`src/rtl/mc_ctrl_fsm_pkg.sv`:
```
// Multicycle controller package: state encodings, opcode/funct
// constants, datapath control codes and the decoded-instruction bundle.
package mc_ctrl_pkg;

    typedef enum logic [3:0] {
        S_IF    = 4'd0,
        S_ID    = 4'd1,
        S_MA    = 4'd2,
        S_MR    = 4'd3,
        S_MEMWB = 4'd4,
        S_MW    = 4'd5,
        S_EXE   = 4'd6,
        S_WB    = 4'd7,
        S_BR    = 4'd8,
        S_JMP   = 4'd9,
        S_TRAP  = 4'd10
    } state_t;

    typedef enum logic [2:0] {
        C_ILL,
        C_LOAD,
        C_STORE,
        C_RALU,
        C_IALU,
        C_BRANCH,
        C_JUMP
    } iclass_t;

    localparam logic [5:0] OP_RTYPE = 6'h00;
    localparam logic [5:0] OP_J     = 6'h02;
    localparam logic [5:0] OP_JAL   = 6'h03;
    localparam logic [5:0] OP_BEQ   = 6'h04;
    localparam logic [5:0] OP_BNE   = 6'h05;
    localparam logic [5:0] OP_ADDI  = 6'h08;
    localparam logic [5:0] OP_ADDIU = 6'h09;
    localparam logic [5:0] OP_ORI   = 6'h0D;
    localparam logic [5:0] OP_LUI   = 6'h0F;
    localparam logic [5:0] OP_LB    = 6'h20;
    localparam logic [5:0] OP_LH    = 6'h21;
    localparam logic [5:0] OP_LW    = 6'h23;
    localparam logic [5:0] OP_SB    = 6'h28;
    localparam logic [5:0] OP_SH    = 6'h29;
    localparam logic [5:0] OP_SW    = 6'h2B;

    localparam logic [5:0] FN_JR    = 6'h08;
    localparam logic [5:0] FN_JALR  = 6'h09;
    localparam logic [5:0] FN_ADDU  = 6'h21;
    localparam logic [5:0] FN_SUBU  = 6'h23;
    localparam logic [5:0] FN_AND   = 6'h24;
    localparam logic [5:0] FN_OR    = 6'h25;
    localparam logic [5:0] FN_SLT   = 6'h2A;

    localparam logic [2:0] ALU_ADD  = 3'b000;
    localparam logic [2:0] ALU_SUB  = 3'b001;
    localparam logic [2:0] ALU_OR   = 3'b010;
    localparam logic [2:0] ALU_LUI  = 3'b011;
    localparam logic [2:0] ALU_SLT  = 3'b100;
    localparam logic [2:0] ALU_AND  = 3'b101;

    localparam logic [2:0] NPC_PC4  = 3'b000;
    localparam logic [2:0] NPC_BR   = 3'b001;
    localparam logic [2:0] NPC_JMP  = 3'b010;
    localparam logic [2:0] NPC_REG  = 3'b011;
    localparam logic [2:0] NPC_EXC  = 3'b100;

    localparam logic [1:0] DST_RT   = 2'b00;
    localparam logic [1:0] DST_RD   = 2'b01;
    localparam logic [1:0] DST_RA   = 2'b10;

    localparam logic [1:0] M2R_ALU  = 2'b00;
    localparam logic [1:0] M2R_MEM  = 2'b01;
    localparam logic [1:0] M2R_PC4  = 2'b10;

    localparam logic [1:0] LS_BYTE  = 2'b00;
    localparam logic [1:0] LS_HALF  = 2'b01;
    localparam logic [1:0] LS_WORD  = 2'b10;

    typedef struct packed {
        iclass_t    cls;
        logic [2:0] alu_ctr;
        logic       alu_src;
        logic       ext_op;
        logic [1:0] ls_size;
        logic       is_bne;
        logic       link;
        logic       jreg;
        logic       rtype;
    } dec_t;

endpackage

```
`src/rtl/mc_ctrl_fsm_if.sv`:
```
// Controller <-> IR/datapath bundle: instruction fields and flags in,
// every datapath control, debug state and status counters out.
interface mc_ctrl_fsm_if #(
    parameter int ALUCTR_W = 3,
    parameter int NPC_W    = 3,
    parameter int CNT_W    = 32
);
    logic [5:0]          opcode;
    logic [5:0]          funct;
    logic                zero;
    logic                mem_rdy;
    logic [3:0]          state;
    logic                PCWr;
    logic                IRWr;
    logic                MemRd;
    logic                MemWr;
    logic                RegWr;
    logic                ALUsrc;
    logic                Extop;
    logic [1:0]          RegDst;
    logic [1:0]          MemtoReg;
    logic [1:0]          ls_size;
    logic [NPC_W-1:0]    npc_sel;
    logic [ALUCTR_W-1:0] ALUctr;
    logic                illegal;
    logic [CNT_W-1:0]    retired_cnt;

    modport master (
        input  opcode, funct, zero, mem_rdy,
        output state, PCWr, IRWr, MemRd, MemWr, RegWr,
        output ALUsrc, Extop, RegDst, MemtoReg, ls_size,
        output npc_sel, ALUctr, illegal, retired_cnt
    );

    modport slave (
        output opcode, funct, zero, mem_rdy,
        input  state, PCWr, IRWr, MemRd, MemWr, RegWr,
        input  ALUsrc, Extop, RegDst, MemtoReg, ls_size,
        input  npc_sel, ALUctr, illegal, retired_cnt
    );
endinterface

```
`src/rtl/mc_ctrl_fsm_decode.sv`:
```
// Static instruction decode: opcode/funct -> instruction class plus the
// controls that depend only on the instruction, not on the state.
module mc_ctrl_decode
    import mc_ctrl_pkg::*;
(
    input  logic [5:0] opcode,
    input  logic [5:0] funct,
    output dec_t       dec
);

    // Classify the instruction and pick its ALU/extend/size controls.
    always_comb begin
        dec     = '0;
        dec.cls = C_ILL;
        unique case (opcode)
            OP_RTYPE: begin
                dec.rtype = 1'b1;
                unique case (funct)
                    FN_ADDU: begin dec.cls = C_RALU; dec.alu_ctr = ALU_ADD; end
                    FN_SUBU: begin dec.cls = C_RALU; dec.alu_ctr = ALU_SUB; end
                    FN_SLT:  begin dec.cls = C_RALU; dec.alu_ctr = ALU_SLT; end
                    FN_AND:  begin dec.cls = C_RALU; dec.alu_ctr = ALU_AND; end
                    FN_OR:   begin dec.cls = C_RALU; dec.alu_ctr = ALU_OR;  end
                    FN_JR:   begin dec.cls = C_JUMP; dec.jreg = 1'b1; end
                    FN_JALR: begin
                        dec.cls  = C_JUMP;
                        dec.jreg = 1'b1;
                        dec.link = 1'b1;
                    end
                    default: dec.cls = C_ILL;
                endcase
            end
            OP_ADDI, OP_ADDIU: begin
                dec.cls     = C_IALU;
                dec.alu_ctr = ALU_ADD;
                dec.alu_src = 1'b1;
                dec.ext_op  = 1'b1;
            end
            OP_ORI: begin
                dec.cls     = C_IALU;
                dec.alu_ctr = ALU_OR;
                dec.alu_src = 1'b1;
            end
            OP_LUI: begin
                dec.cls     = C_IALU;
                dec.alu_ctr = ALU_LUI;
                dec.alu_src = 1'b1;
            end
            OP_LB: begin dec.cls = C_LOAD;  dec.ls_size = LS_BYTE; end
            OP_LH: begin dec.cls = C_LOAD;  dec.ls_size = LS_HALF; end
            OP_LW: begin dec.cls = C_LOAD;  dec.ls_size = LS_WORD; end
            OP_SB: begin dec.cls = C_STORE; dec.ls_size = LS_BYTE; end
            OP_SH: begin dec.cls = C_STORE; dec.ls_size = LS_HALF; end
            OP_SW: begin dec.cls = C_STORE; dec.ls_size = LS_WORD; end
            OP_BEQ: dec.cls = C_BRANCH;
            OP_BNE: begin dec.cls = C_BRANCH; dec.is_bne = 1'b1; end
            OP_J:   dec.cls = C_JUMP;
            OP_JAL: begin dec.cls = C_JUMP; dec.link = 1'b1; end
            default: dec.cls = C_ILL;
        endcase
    end

endmodule

```
`src/rtl/mc_ctrl_fsm.sv`:
```
// Multicycle MIPS-subset controller: state register, sequencing,
// state-qualified datapath strobes, retired counter and sticky trap flag.
module mc_ctrl_fsm
    import mc_ctrl_pkg::*;
#(
    parameter int ALUCTR_W    = 3,
    parameter int NPC_W       = 3,
    parameter int CNT_W       = 32,
    parameter int MEM_WAIT    = 1,
    parameter int TRAP_VEC_EN = 1
) (
    input logic           clk,
    input logic           rst_n,
    mc_ctrl_fsm_if.master bus
);

    dec_t             dec;
    state_t           state;
    state_t           nxt;
    logic             rdy;
    logic             pc_wr;
    logic             ir_wr;
    logic             mem_rd;
    logic             mem_wr;
    logic             reg_wr;
    logic             alu_src;
    logic             ext_op;
    logic             retire;
    logic [1:0]       reg_dst;
    logic [1:0]       mem_to_reg;
    logic [1:0]       ls_size;
    logic [2:0]       alu_ctr;
    logic [2:0]       npc_sel;
    logic             illegal;
    logic [CNT_W-1:0] cnt;

    mc_ctrl_decode u_dec (
        .opcode (bus.opcode),
        .funct  (bus.funct),
        .dec    (dec)
    );

    // Without wait support the memory is assumed to answer every cycle.
    assign rdy = (MEM_WAIT != 0) ? bus.mem_rdy : 1'b1;

    // Next-state selection; unused encodings fall back to IF.
    always_comb begin
        nxt = state;
        case (state)
            S_IF:    if (rdy) nxt = S_ID;
            S_ID: begin
                case (dec.cls)
                    C_LOAD, C_STORE: nxt = S_MA;
                    C_RALU, C_IALU:  nxt = S_EXE;
                    C_BRANCH:        nxt = S_BR;
                    C_JUMP:          nxt = S_JMP;
                    default:         nxt = S_TRAP;
                endcase
            end
            S_MA:    nxt = (dec.cls == C_STORE) ? S_MW : S_MR;
            S_MR:    if (rdy) nxt = S_MEMWB;
            S_MEMWB: nxt = S_IF;
            S_MW:    if (rdy) nxt = S_IF;
            S_EXE:   nxt = S_WB;
            S_WB:    nxt = S_IF;
            S_BR:    nxt = S_IF;
            S_JMP:   nxt = S_IF;
            S_TRAP:  nxt = (TRAP_VEC_EN != 0) ? S_IF : S_TRAP;
            default: nxt = S_IF;
        endcase
    end

    // Datapath controls from current state and decoded instruction.
    always_comb begin
        pc_wr      = 1'b0;
        ir_wr      = 1'b0;
        mem_rd     = 1'b0;
        mem_wr     = 1'b0;
        reg_wr     = 1'b0;
        alu_src    = 1'b0;
        ext_op     = 1'b0;
        retire     = 1'b0;
        reg_dst    = DST_RT;
        mem_to_reg = M2R_ALU;
        ls_size    = LS_BYTE;
        alu_ctr    = ALU_ADD;
        npc_sel    = NPC_PC4;
        case (state)
            S_IF: begin
                mem_rd = 1'b1;
                if (rdy) begin
                    pc_wr   = 1'b1;
                    ir_wr   = 1'b1;
                    npc_sel = NPC_PC4;
                end
            end
            S_MA: begin
                alu_src = 1'b1;
                ext_op  = 1'b1;
                alu_ctr = ALU_ADD;
            end
            S_MR: begin
                mem_rd  = 1'b1;
                ls_size = dec.ls_size;
            end
            S_MEMWB: begin
                reg_wr     = 1'b1;
                mem_to_reg = M2R_MEM;
                reg_dst    = DST_RT;
                ls_size    = dec.ls_size;
                retire     = 1'b1;
            end
            S_MW: begin
                mem_wr  = 1'b1;
                ls_size = dec.ls_size;
                retire  = rdy;
            end
            S_EXE: begin
                alu_ctr = dec.alu_ctr;
                alu_src = dec.alu_src;
                ext_op  = dec.ext_op;
            end
            S_WB: begin
                reg_wr     = 1'b1;
                mem_to_reg = M2R_ALU;
                reg_dst    = dec.rtype ? DST_RD : DST_RT;
                retire     = 1'b1;
            end
            S_BR: begin
                alu_ctr = ALU_SUB;
                pc_wr   = dec.is_bne ? ~bus.zero : bus.zero;
                npc_sel = NPC_BR;
                retire  = 1'b1;
            end
            S_JMP: begin
                pc_wr   = 1'b1;
                npc_sel = dec.jreg ? NPC_REG : NPC_JMP;
                if (dec.link) begin
                    reg_wr     = 1'b1;
                    mem_to_reg = M2R_PC4;
                    reg_dst    = dec.jreg ? DST_RD : DST_RA;
                end
                retire  = 1'b1;
            end
            S_TRAP: begin
                if (TRAP_VEC_EN != 0) begin
                    pc_wr   = 1'b1;
                    npc_sel = NPC_EXC;
                end
            end
            default: ;
        endcase
    end

    // State register, sticky illegal flag and retired-instruction counter.
    always_ff @(posedge clk or negedge rst_n) begin
        if (!rst_n) begin
            state   <= S_IF;
            illegal <= 1'b0;
            cnt     <= '0;
        end else begin
            state <= nxt;
            if (state == S_TRAP) illegal <= 1'b1;
            if (retire) cnt <= cnt + CNT_W'(1);
        end
    end

    // Write strobes are killed immediately while reset is held.
    assign bus.PCWr        = pc_wr  & rst_n;
    assign bus.IRWr        = ir_wr  & rst_n;
    assign bus.MemRd       = mem_rd & rst_n;
    assign bus.MemWr       = mem_wr & rst_n;
    assign bus.RegWr       = reg_wr & rst_n;
    assign bus.ALUsrc      = alu_src;
    assign bus.Extop       = ext_op;
    assign bus.RegDst      = reg_dst;
    assign bus.MemtoReg    = mem_to_reg;
    assign bus.ls_size     = ls_size;
    assign bus.ALUctr      = ALUCTR_W'(alu_ctr);
    assign bus.npc_sel     = NPC_W'(npc_sel);
    assign bus.state       = state;
    assign bus.illegal     = illegal;
    assign bus.retired_cnt = cnt;

endmodule
```
`src/flat_wrapper.sv`:
```
// flat-port wrapper written by rule: the top's interface ports become plain ports
module mc_ctrl_fsm_flat import mc_ctrl_pkg::*;
#(
    parameter int ALUCTR_W    = 3,
    parameter int NPC_W       = 3,
    parameter int CNT_W       = 32,
    parameter int MEM_WAIT    = 1,
    parameter int TRAP_VEC_EN = 1
)
  (clk, rst_n, bus_opcode, bus_funct, bus_zero, bus_mem_rdy, bus_state, bus_PCWr, bus_IRWr, bus_MemRd, bus_MemWr, bus_RegWr, bus_ALUsrc, bus_Extop, bus_RegDst, bus_MemtoReg, bus_ls_size, bus_npc_sel, bus_ALUctr, bus_illegal, bus_retired_cnt);
  mc_ctrl_fsm_if #(.ALUCTR_W(ALUCTR_W), .NPC_W(NPC_W), .CNT_W(CNT_W)) bus_i ();
  input logic clk;
  input logic rst_n;
  input wire logic [$bits(bus_i.opcode)-1:0] bus_opcode;
  input wire logic [$bits(bus_i.funct)-1:0] bus_funct;
  input wire logic [$bits(bus_i.zero)-1:0] bus_zero;
  input wire logic [$bits(bus_i.mem_rdy)-1:0] bus_mem_rdy;
  output wire logic [$bits(bus_i.state)-1:0] bus_state;
  output wire logic [$bits(bus_i.PCWr)-1:0] bus_PCWr;
  output wire logic [$bits(bus_i.IRWr)-1:0] bus_IRWr;
  output wire logic [$bits(bus_i.MemRd)-1:0] bus_MemRd;
  output wire logic [$bits(bus_i.MemWr)-1:0] bus_MemWr;
  output wire logic [$bits(bus_i.RegWr)-1:0] bus_RegWr;
  output wire logic [$bits(bus_i.ALUsrc)-1:0] bus_ALUsrc;
  output wire logic [$bits(bus_i.Extop)-1:0] bus_Extop;
  output wire logic [$bits(bus_i.RegDst)-1:0] bus_RegDst;
  output wire logic [$bits(bus_i.MemtoReg)-1:0] bus_MemtoReg;
  output wire logic [$bits(bus_i.ls_size)-1:0] bus_ls_size;
  output wire logic [$bits(bus_i.npc_sel)-1:0] bus_npc_sel;
  output wire logic [$bits(bus_i.ALUctr)-1:0] bus_ALUctr;
  output wire logic [$bits(bus_i.illegal)-1:0] bus_illegal;
  output wire logic [$bits(bus_i.retired_cnt)-1:0] bus_retired_cnt;
  assign bus_i.opcode = bus_opcode;
  assign bus_i.funct = bus_funct;
  assign bus_i.zero = bus_zero;
  assign bus_i.mem_rdy = bus_mem_rdy;
  assign bus_state = bus_i.state;
  assign bus_PCWr = bus_i.PCWr;
  assign bus_IRWr = bus_i.IRWr;
  assign bus_MemRd = bus_i.MemRd;
  assign bus_MemWr = bus_i.MemWr;
  assign bus_RegWr = bus_i.RegWr;
  assign bus_ALUsrc = bus_i.ALUsrc;
  assign bus_Extop = bus_i.Extop;
  assign bus_RegDst = bus_i.RegDst;
  assign bus_MemtoReg = bus_i.MemtoReg;
  assign bus_ls_size = bus_i.ls_size;
  assign bus_npc_sel = bus_i.npc_sel;
  assign bus_ALUctr = bus_i.ALUctr;
  assign bus_illegal = bus_i.illegal;
  assign bus_retired_cnt = bus_i.retired_cnt;
  mc_ctrl_fsm #(.ALUCTR_W(ALUCTR_W), .NPC_W(NPC_W), .CNT_W(CNT_W), .MEM_WAIT(MEM_WAIT), .TRAP_VEC_EN(TRAP_VEC_EN)) u_core (.clk(clk), .rst_n(rst_n), .bus(bus_i));
endmodule
```
`config.mk`:
```
export PLATFORM = sky130hd
export DESIGN_NAME = mc_ctrl_fsm_flat
export DESIGN_NICKNAME = d
export VERILOG_FILES = /design/src/rtl/mc_ctrl_fsm_pkg.sv /design/src/rtl/mc_ctrl_fsm_if.sv /design/src/rtl/mc_ctrl_fsm_decode.sv /design/src/rtl/mc_ctrl_fsm.sv /design/src/flat_wrapper.sv
export SDC_FILE = /design/constraint.sdc
export NUM_CORES = 1
export LEC_CHECK = 0
export BUFFER_PORTS_ARGS = -buffer_cell sky130_fd_sc_hd__buf_4
export CAP_MARGIN = 25
export CORE_MARGIN = 3
export CORE_UTILIZATION = 47
export DETAILED_ROUTE_END_ITERATION = 10
export PLACE_DENSITY = 0.74
export REMOVE_ABC_BUFFERS = 1
export SYNTH_ARGS = -nofsm -noshare
export SYNTH_HDL_FRONTEND = slang
export SYNTH_SLANG_ARGS = --single-unit
export TNS_END_PERCENT = 5
```
`constraint.sdc`:
```
create_clock -name clk -period 2 [get_ports clk]
set_input_delay 0.5 -clock clk [delete_from_list [all_inputs] [get_ports clk]]
set_output_delay 0.5 -clock clk [all_outputs]
set_load 0.03 [all_outputs]
```
### Yosys cells after proc, flatten, opt, wreduce, memory -nomap -nowiden

Cells that the tools add are included.

| storage, ports and cells | value |
|---|---|
| input port bits | 16 |
| register bits after elaboration | 37 |
| output and inout bits | 56 |
| logic and storage cells | 109 |

| operators by class | value |
|---|---|
| equal/unequal tests | 40 |
| multiplexer cells | 39 |
| bitwise gates (word level) | 6 |
| $add $sub $neg | 1 |
| reductions and logical operators | 20 |

Operators with widths:

| operator | number |
|---|---|
| $eq 6x6->1 const B | 11 |
| $eq 6x4->1 const B | 6 |
| $add 32x1->32 const B | 1 |
| $pmux 4 s6 | 1 |
| $reduce_or 2->1 | 11 |
| $pmux 3 s3 | 2 |
| $pmux 3 s6 | 1 |
| $eq 4x3->1 const B | 4 |
| $pmux 4 s4 | 1 |
| $mux 1 | 13 |
| $eq 4x4->1 const B | 3 |
| $eq 6x2->1 const B | 2 |
| $eq 6x3->1 const B | 2 |
| $mux 4 | 3 |
| $pmux 2 s2 | 3 |
| $pmux 3 s2 | 2 |
| $pmux 3 s4 | 1 |
| $mux 2 | 5 |
| $pmux 1 s2 | 5 |
| $eq 3x3->1 const B | 3 |
| $reduce_or 3->1 | 3 |
| $eq 4x2->1 const B | 2 |
| $reduce_or 4->1 | 2 |
| $eq 3x2->1 const B | 2 |
| other kinds (11) | 17 |

### Depth between registers and ports, before layout

Gate-level depths: netlist (run 1).

| logic depth | value |
|---|---|
| depth in word-level cells | 8 |
| mapped depth | 7 |
| depth with buffers taken out | 5 |

### Cells and area by module

From an unflattened synthesis (run 1), not the netlist that was laid out.

| unflattened totals | value |
|---|---|
| cells, all modules | 283 |
| area, all modules | 2636.3 um^2 |

Modules (own cells, without submodules):

| module | instances | sequential area each (um^2) | cells each | area each (um^2) |
|---|---|---|---|---|
| mc_ctrl_fsm | 1 | 925.9 | 213 | 2215.9 |
| mc_ctrl_decode | 1 | 0.0 | 70 | 420.4 |

### Worst setup path before layout (run 1)

Ideal clock, no wire load.

| timing | value |
|---|---|
| path type | flip-flop to output port |
| start | register u_core.state[2], in the netlist u_core.bus.state[2] |
| end | output port bus_RegDst[0] |
| arrival time | 2.495 ns |
| cell stages (with the launch flop) | 7 |
| setup slack | -0.995 ns |
| required time | 1.500 ns |
| buffers on the path | 1 |
| cells stage by stage | dfrtp_1 > buf_2 > and4bb_2 > nand2_1 > a21oi_1 > nand3_1 > a21oi_1 |

| on the way | value |
|---|---|
| word-level cells in the longest chain between the ends | 2 |
| elaborated cells on any way between the ends | 3 |
| classes of those cells | eq/ne (2); mux (1) |

Ends and longest elaborated chain:

| item | line | RTL |
|---|---|---|
| start, declared | mc_ctrl_fsm.sv:18 | `state_t state;` |
| start signal, assigned | mc_ctrl_fsm.sv:162 | `state <= nxt;` |
| $eq 4x4->1 or $eq 4x3->1 (tied branches) | mc_ctrl_fsm.sv:88 | `case (state)` |
| $pmux 2 s2 * | mc_ctrl_fsm.sv:88 |  |
| end, declared | flat_wrapper.sv:26 | `output wire logic [$bits(bus_i.RegDst)-1:0] bus_RegDst;` |

Every way passes the cells marked *; elsewhere a longest branch is shown, timed or not.

### Final worst setup path (run 1)

| timing | value |
|---|---|
| start | register u_core.state[0], in the netlist u_core.bus.state[0] |
| end | output port bus_ls_size[1] |

| on the way | value |
|---|---|
| word-level cells in the longest chain between the ends | 3 |
| elaborated cells on any way between the ends | 5 |
| classes of those cells | eq/ne (3); mux (1); reduce/logical (1) |

Ends and longest elaborated chain:

| item | line | RTL |
|---|---|---|
| $eq 4x2->1 or $eq 4x3->1 (tied branches) | mc_ctrl_fsm.sv:88 |  |
| $reduce_or 3->1 (no line) * | -- |  |
| $mux 2 * | mc_ctrl_fsm.sv:88 |  |
| end, declared | flat_wrapper.sv:28 | `output wire logic [$bits(bus_i.ls_size)-1:0] bus_ls_size;` |

Marked as above.

==> results of run 1 <==
## metrics by stage
stage / total power [mW] / util (%) / setup TNS [ps]
after floorplan: 1.97 / - / -5010
final: 3.60 / 78.4 / -1570
after detailed placement: 2.77 / 70.5 / -2210
after global routing: 3.80 / 78.4 / -2720
after global placement: 2.74 / 70.5 / -2100
after CTS: 3.52 / 76.3 / -1190
## how the worst max path moves through the flow
stage / from / to
5_1_grt: bus_opcode[3] / bus_ALUctr[1]
3_3_place_gp: bus_opcode[3] / bus_PCWr
6_report: u_core.bus.state[0]$_DFFE_PN0P_ / bus_ls_size[1]
2_1_floorplan: u_core.bus.state[3]$_DFFE_PN0P_ / bus_RegDst[0]
3_5_place_dp: bus_opcode[3] / bus_PCWr
4_1_cts: u_core.bus.state[2]$_DFFE_PN0P_ / bus_RegDst[0]
## where the power goes
part	internal (mW)	switching (mW)	leakage (nW)
Sequential	0.861	0.125	0.422
Clock	0.311	0.260	0.0542
Combinational	0.898	1.14	1.10
Total	2.07	1.53	1.58
## state kept, by name, indices dropped and copies added, names as in the netlist
| register | count |
|---|---|
| u_core.bus.illegal | 1 |
| u_core.bus.retired_cnt | 32 |
| u_core.bus.state | 4 |
## worst max-delay path, delay by kind of cell (launching register included)
kind                   cells  cell delay, ps
DFF                        1             420
buffers and inverters      3             480
and+or+nand+nor            3             440
AOI/OAI and AO/OA          1              50
## cell families (layout without fill, tap and decap cells)
group | count (synthesis) | after routing | share of synthesized area, %
fa+ha+maj | 1 | 1 | 0.503
xor+xnor | 33 | 33 | 11.6
simple gates | 129 | 129 | 32.5
buf+inv | 24 | 155 | 4.18
mux | 5 | 5 | 2.06
compound gates | 46 | 46 | 11.9
flops | 37 | 37 | 37.2
## layout make-up
type                            instances  area, µm²
Clock buffer                            7       96.3
Clock inverter                          1       5.00
Fill cell                             323       1060
Inverter                               12       47.5
Multi-Input combinational cell        214       1620
Sequential cell                        37        927
Tap cell                               67       83.8
Timing Repair Buffer                  135       1070
## metal layers
layer | global-route usage, % | up-vias | part of all wire, %
met5 | 0 | - | 0
met4 | 5.77 | 0 | 1.5
met3 | 6.12 | 11 | 6.9
met2 | 37.9 | 96 | 48
met1 | 32.1 | 1238 | 43
li1 | - | 1235 | -
## placed cells by master (no fill, tap or decap), types with 3 or more instances in the layout
cell type / n
o21ai_0: 3
nor3_2: 13
nand2_2: 4
xnor2_1: 17
inv_1: 11
o21ai_1: 4
nor2_1: 14
buf_4: 121
dfrtp_1: 36
or3b_2: 3
a21oi_2: 3
nand2b_1: 5
mux2i_1: 4
nor2b_1: 6
nor3_1: 7
clkbuf_8: 7
xor2_1: 16
nand3_1: 14
nand2_1: 22
nand4_1: 4
a21oi_1: 13
and2_1: 3
nor4_2: 5
nand4b_1: 3
buf_6: 13
## repair_timing
action,4_1_cts,5_1_grt
pin swaps,15,10
gates resized for setup,42,18
hold endpoints to repair,0,0
buffers inserted,4,4
setup endpoints to repair,16,24
==> results_dict.tcl, run 1 <==
set metrics [dict create \
    yosysWarnings 0 \
    timing.hold.ws_ps 150 \
    grt_pass1_vias 2422 \
    critical_path_required_ps 1500 \
    cts-root-buf "clkbuf_8" \
    gp_congestion 0.906 \
    cts_tree "yes" \
    fin_nets 422 \
    synth_edf_count 0 \
    relSlewSlack_pct 75.1 \
    fin_area_mm2 0.00385 \
    fmax_mhz 456 \
    areaGrowthSynthToFinish_pct 54.9 \
    ys_top_cells_by_area "dfrtp_1 37%, xnor2_1 6.0%, xor2_1 5.6%" \
    grt.overflow.total 0 \
    async_reset_ff_share_pct 100 \
    core-area_mm2 0.00491 \
    antenna_found_initial 0 \
    drv_slew 0 \
    dp.cells 457 \
    ys.flop_type "dfrtp_1" \
    setup_violations 15 \
    power_density_mw_per_mm2 934 \
    postRouteAntennaNets 0 \
    postSynthCellCount 275 \
    critical-path-slowest-cell "dfrtp_1" \
    drc 0 \
    reg2reg_depth 6 \
    syn_avg_cell_area_um2 9.04 \
    port_buffers 71 \
    clkTransAtPathRegs_ps 70 \
    setup_ws_ps -195 \
    critPathMaxStageDelay_ps 420 \
    start_kind "register" \
    crit_chain "buf_6, buf_6, nand3_2, o21ai_2, nand4b_1, nor2_1, buf_4" \
    peakVddDrop_mv 1.06 \
    drt_wl_total_um 7210 \
    clock-sinks 37 \
    die_h_um 78.7 \
    ys_seq_area_share_pct 37.2 \
    crit_fanout 8 \
    yosysTopAreaCell "dfrtp_1" \
    wl_per_cell_um 15.2 \
    fin_crit_sh_pct 110 \
    io_pins 72 \
    synth_most_common_cell "dfrtp_1" \
    insertion_delay_ps 290 \
    grt_max_degree 20 \
    rsz0062_at_grt "true" \
    worstPathArrival_ps 1690 \
    initialDrtViolationCount 164 \
    num_antenna_cells 0 \
    fin_skew_ps 5.91 \
    layout-drive-gt1-share_pct 49.8 \
    vias 2580 \
    row_count 25 \
    tightestPinTransition_ps 373 \
    post-route-min-period_ps 2190 \
    violations "negative setup slack" \
    hold_path_class "in -> async" \
    reg2reg_from "u_core.bus.state[2]$_DFFE_PN0P_" \
    preCtsSetupSlack_ps -277 \
    grt_pass1_wl_um 11600 \
    path_common_cell "buf_6" \
    path_class "reg -> out" \
    die_area_mm2 0.00620 \
    synth_top_area_share_pct 37.2 \
    dp_hpwl_um 5270 \
    synth-seq-cells 37 \
    place_area_mm2 0.00346 \
    hold_buffers 0 \
    yosys-top-cells-count "37 x dfrtp_1, 26 x nand2_1, 17 x a21oi_1, 17 x nor2_1, 17 x xnor2_1" \
    synthesis.area_mm2 0.00249 \
    via_per_inst 5.45 \
    ctsLongestPathBuffers 2 \
    die_width_um 78.7 \
    yosysUniqueCellTypes 53 \
    cts_inserted_buffers 5 \
    h-tree-depth 2 \
    worst_setup_path_end_kind "primary output" \
    p_leak_nw 1.58 \
    cap_violations 0 \
    status "finished, violations left" \
    grt_usage_pct 23.7 \
    worstReg2RegEnd "u_core.bus.retired_cnt[31]$_DFFE_PN0P_" \
    hold_violations 0 \
    reg2reg_slack_ps 130 \
    drt-pass1-iter-count 4 \
    start_util_pct 50.6 \
    fin_cells 473 \
]
(Power assumes the default switching activity.)
==> inputs of run 2 (changes only) <==
CORE_UTILIZATION = 52   (was 47)
PLACE_DENSITY = 0.87   (was 0.74)
clock period = 2.28 ns   (was 2 ns; I/O delays follow)
==> results_dict.tcl, run 2 (synthesis gave the netlist of run 1 again) <==
set metrics [dict create \
    status "finished, violations left" \
    violations "negative setup slack" \
    cts-root-buf "clkbuf_8" \
    seq_power_share_pct 31.2 \
    grt_pass1_wl_um 11100 \
    post-route-min-period_ps 2330 \
    worstPathArrival_ps 1760 \
    rsz0062_at_grt "true" \
    path_class "in -> out" \
    p_int_mw 1.58 \
    die_h_um 75.1 \
    num_antenna_cells 0 \
    postRouteAntennaNets 0 \
    power_density_mw_per_mm2 816 \
    drt-pass1-iter-count 4 \
    insertion_delay_ps 290 \
    tightestPinTransition_ps 613 \
    utilization_pct 78.6 \
    crit_fanout 4 \
    fin_cells 430 \
    drv_slew 0 \
    hold_violations 0 \
    fin_skew_ps 5.86 \
    drt_wl_total_um 7400 \
    row_count 24 \
    num-fill-cells 275 \
    cap_violations 0 \
    comb_power_share_pct 53.2 \
    initialDrtViolationCount 208 \
    setup_ws_ps -45.5 \
    fin_crit_sh_pct 102 \
    core-area_mm2 0.00447 \
    io_pins 72 \
    layout-drive-gt1-share_pct 41.5 \
    p_switching_mw 1.29 \
    die_width_um 75.1 \
    die_area_mm2 0.00565 \
    peakVddDrop_mv 0.771 \
    cts_inserted_buffers 5 \
    start_kind "input port" \
    drc 0 \
    fin_nets 394 \
    relSlewSlack_pct 59.1 \
    vias 2532 \
    h-tree-depth 2 \
    gp_congestion 0.948 \
    grt_max_degree 31 \
    areaGrowthSynthToFinish_pct 41.5 \
    critical_path_required_ps 1710 \
    largest_reg_flops 32 \
    port_buffers 71 \
    p_leak_nw 1.42 \
    clkTransAtPathRegs_ps 70 \
    fmax_mhz 430 \
    via_per_inst 5.89 \
    grt.overflow.total 0 \
    ctsLongestPathBuffers 2 \
    wl_per_cell_um 17.2 \
    clockPowerShare_pct 15.6 \
    dp_hpwl_um 5170 \
    start_util_pct 55.6 \
    finalSetupTns_ps -159 \
    grt_usage_pct 25.6 \
    final_common_cell "buf_4" \
    dp.cells 419 \
    worst_setup_path_end_kind "primary output" \
    antenna_found_initial 0 \
    cts_tree "yes" \
    most-common-layout-cells "98 x buf_4, 35 x dfrtp_1, 24 x nand2_1, 17 x nor2_1, 17 x xnor2_1" \
    clock-sinks 37 \
    hold_path_class "in -> async" \
    setup_violations 5 \
    sw_frac_of_total_pct 44.9 \
    grt_pass1_vias 2394 \
]
run 2: metal layers:
layer	vias up	share of wire (%)	GRT usage [%]
li1	1181	-	-
met1	1221	41	32.8
met2	110	50	42.7
met3	20	6.8	4.94
met4	0	2.3	9.71
met5	-	0	0
run 2: area by class of cell:
type | instances | area (µm²) | area share (%)
Multi-Input combinational cell | 214 | 1550 | 44.1
Timing Repair Buffer | 107 | 841 | 23.9
Inverter | 12 | 47.5 | 1.35
Tap cell | 52 | 65.1 | 1.85
Clock buffer | 6 | 72.6 | 2.06
Sequential cell | 37 | 928 | 26.4
Clock inverter | 2 | 10.0 | 0.285
run 2: critical path, cell delays in order:
cell and delay [ps]:
buf_8 100, nor4_4 250, buf_4 160, and4b_2 260, nand4b_1 120, a21oi_2 150, buf_6 140
run 2: what timing repair did:
action                                  in CTS  in global routing
endpoints found under the setup margin       8                 11
gates resized for setup                     14                 22
hold buffers                                 0                  0
pin swaps                                   10                  7
buffers inserted                             3                  0
endpoints found under the hold margin        0                  0
run 2: final timing paths:
check                      slack, ps                                endpoint  cells past startpoint                       startpoint
setup / recovery                 -50                           bus_ALUctr[1]                      7                    bus_opcode[5]
hold / removal                    90  u_core.bus.retired_cnt[23]$_DFFE_PN0P_                      1                            rst_n
setup reg to reg                 200  u_core.bus.retired_cnt[31]$_DFFE_PN0P_                      6  u_core.bus.state[3]$_DFFE_PN0P_
hold reg to reg                  470          u_core.bus.illegal$_DFFE_PN0P_                      1   u_core.bus.illegal$_DFFE_PN0P_
max in group asynchronous       1560         u_core.bus.state[0]$_DFFE_PN0P_                      2                            rst_n
min in group clk                 470          u_core.bus.illegal$_DFFE_PN0P_                      1   u_core.bus.illegal$_DFFE_PN0P_
run 2: power groups by stage:
stage | logic (mW) | clock network (mW) | registers, mW
final | 1.53 | 0.447 | 0.897
after global routing | 1.62 | 0.471 | 0.910
after CTS | 1.45 | 0.446 | 0.880
after detailed placement | 1.43 | 0 | 0.887
after global placement | 1.40 | 0 | 0.883
after floorplan | 0.603 | 0 | 1.13
run 2: stage by stage:
step	hold slack, ps	power (mW)	setup WS, ps	cell area, µm²
floorplan	274	1.73	-813	2430
global placement	404	2.28	-235	3270
detailed placement	403	2.32	-211	3270
CTS	88.6	2.78	-25.2	3440
global route	97.5	3.01	-107	3520
finish	92.1	2.87	-45.5	3520
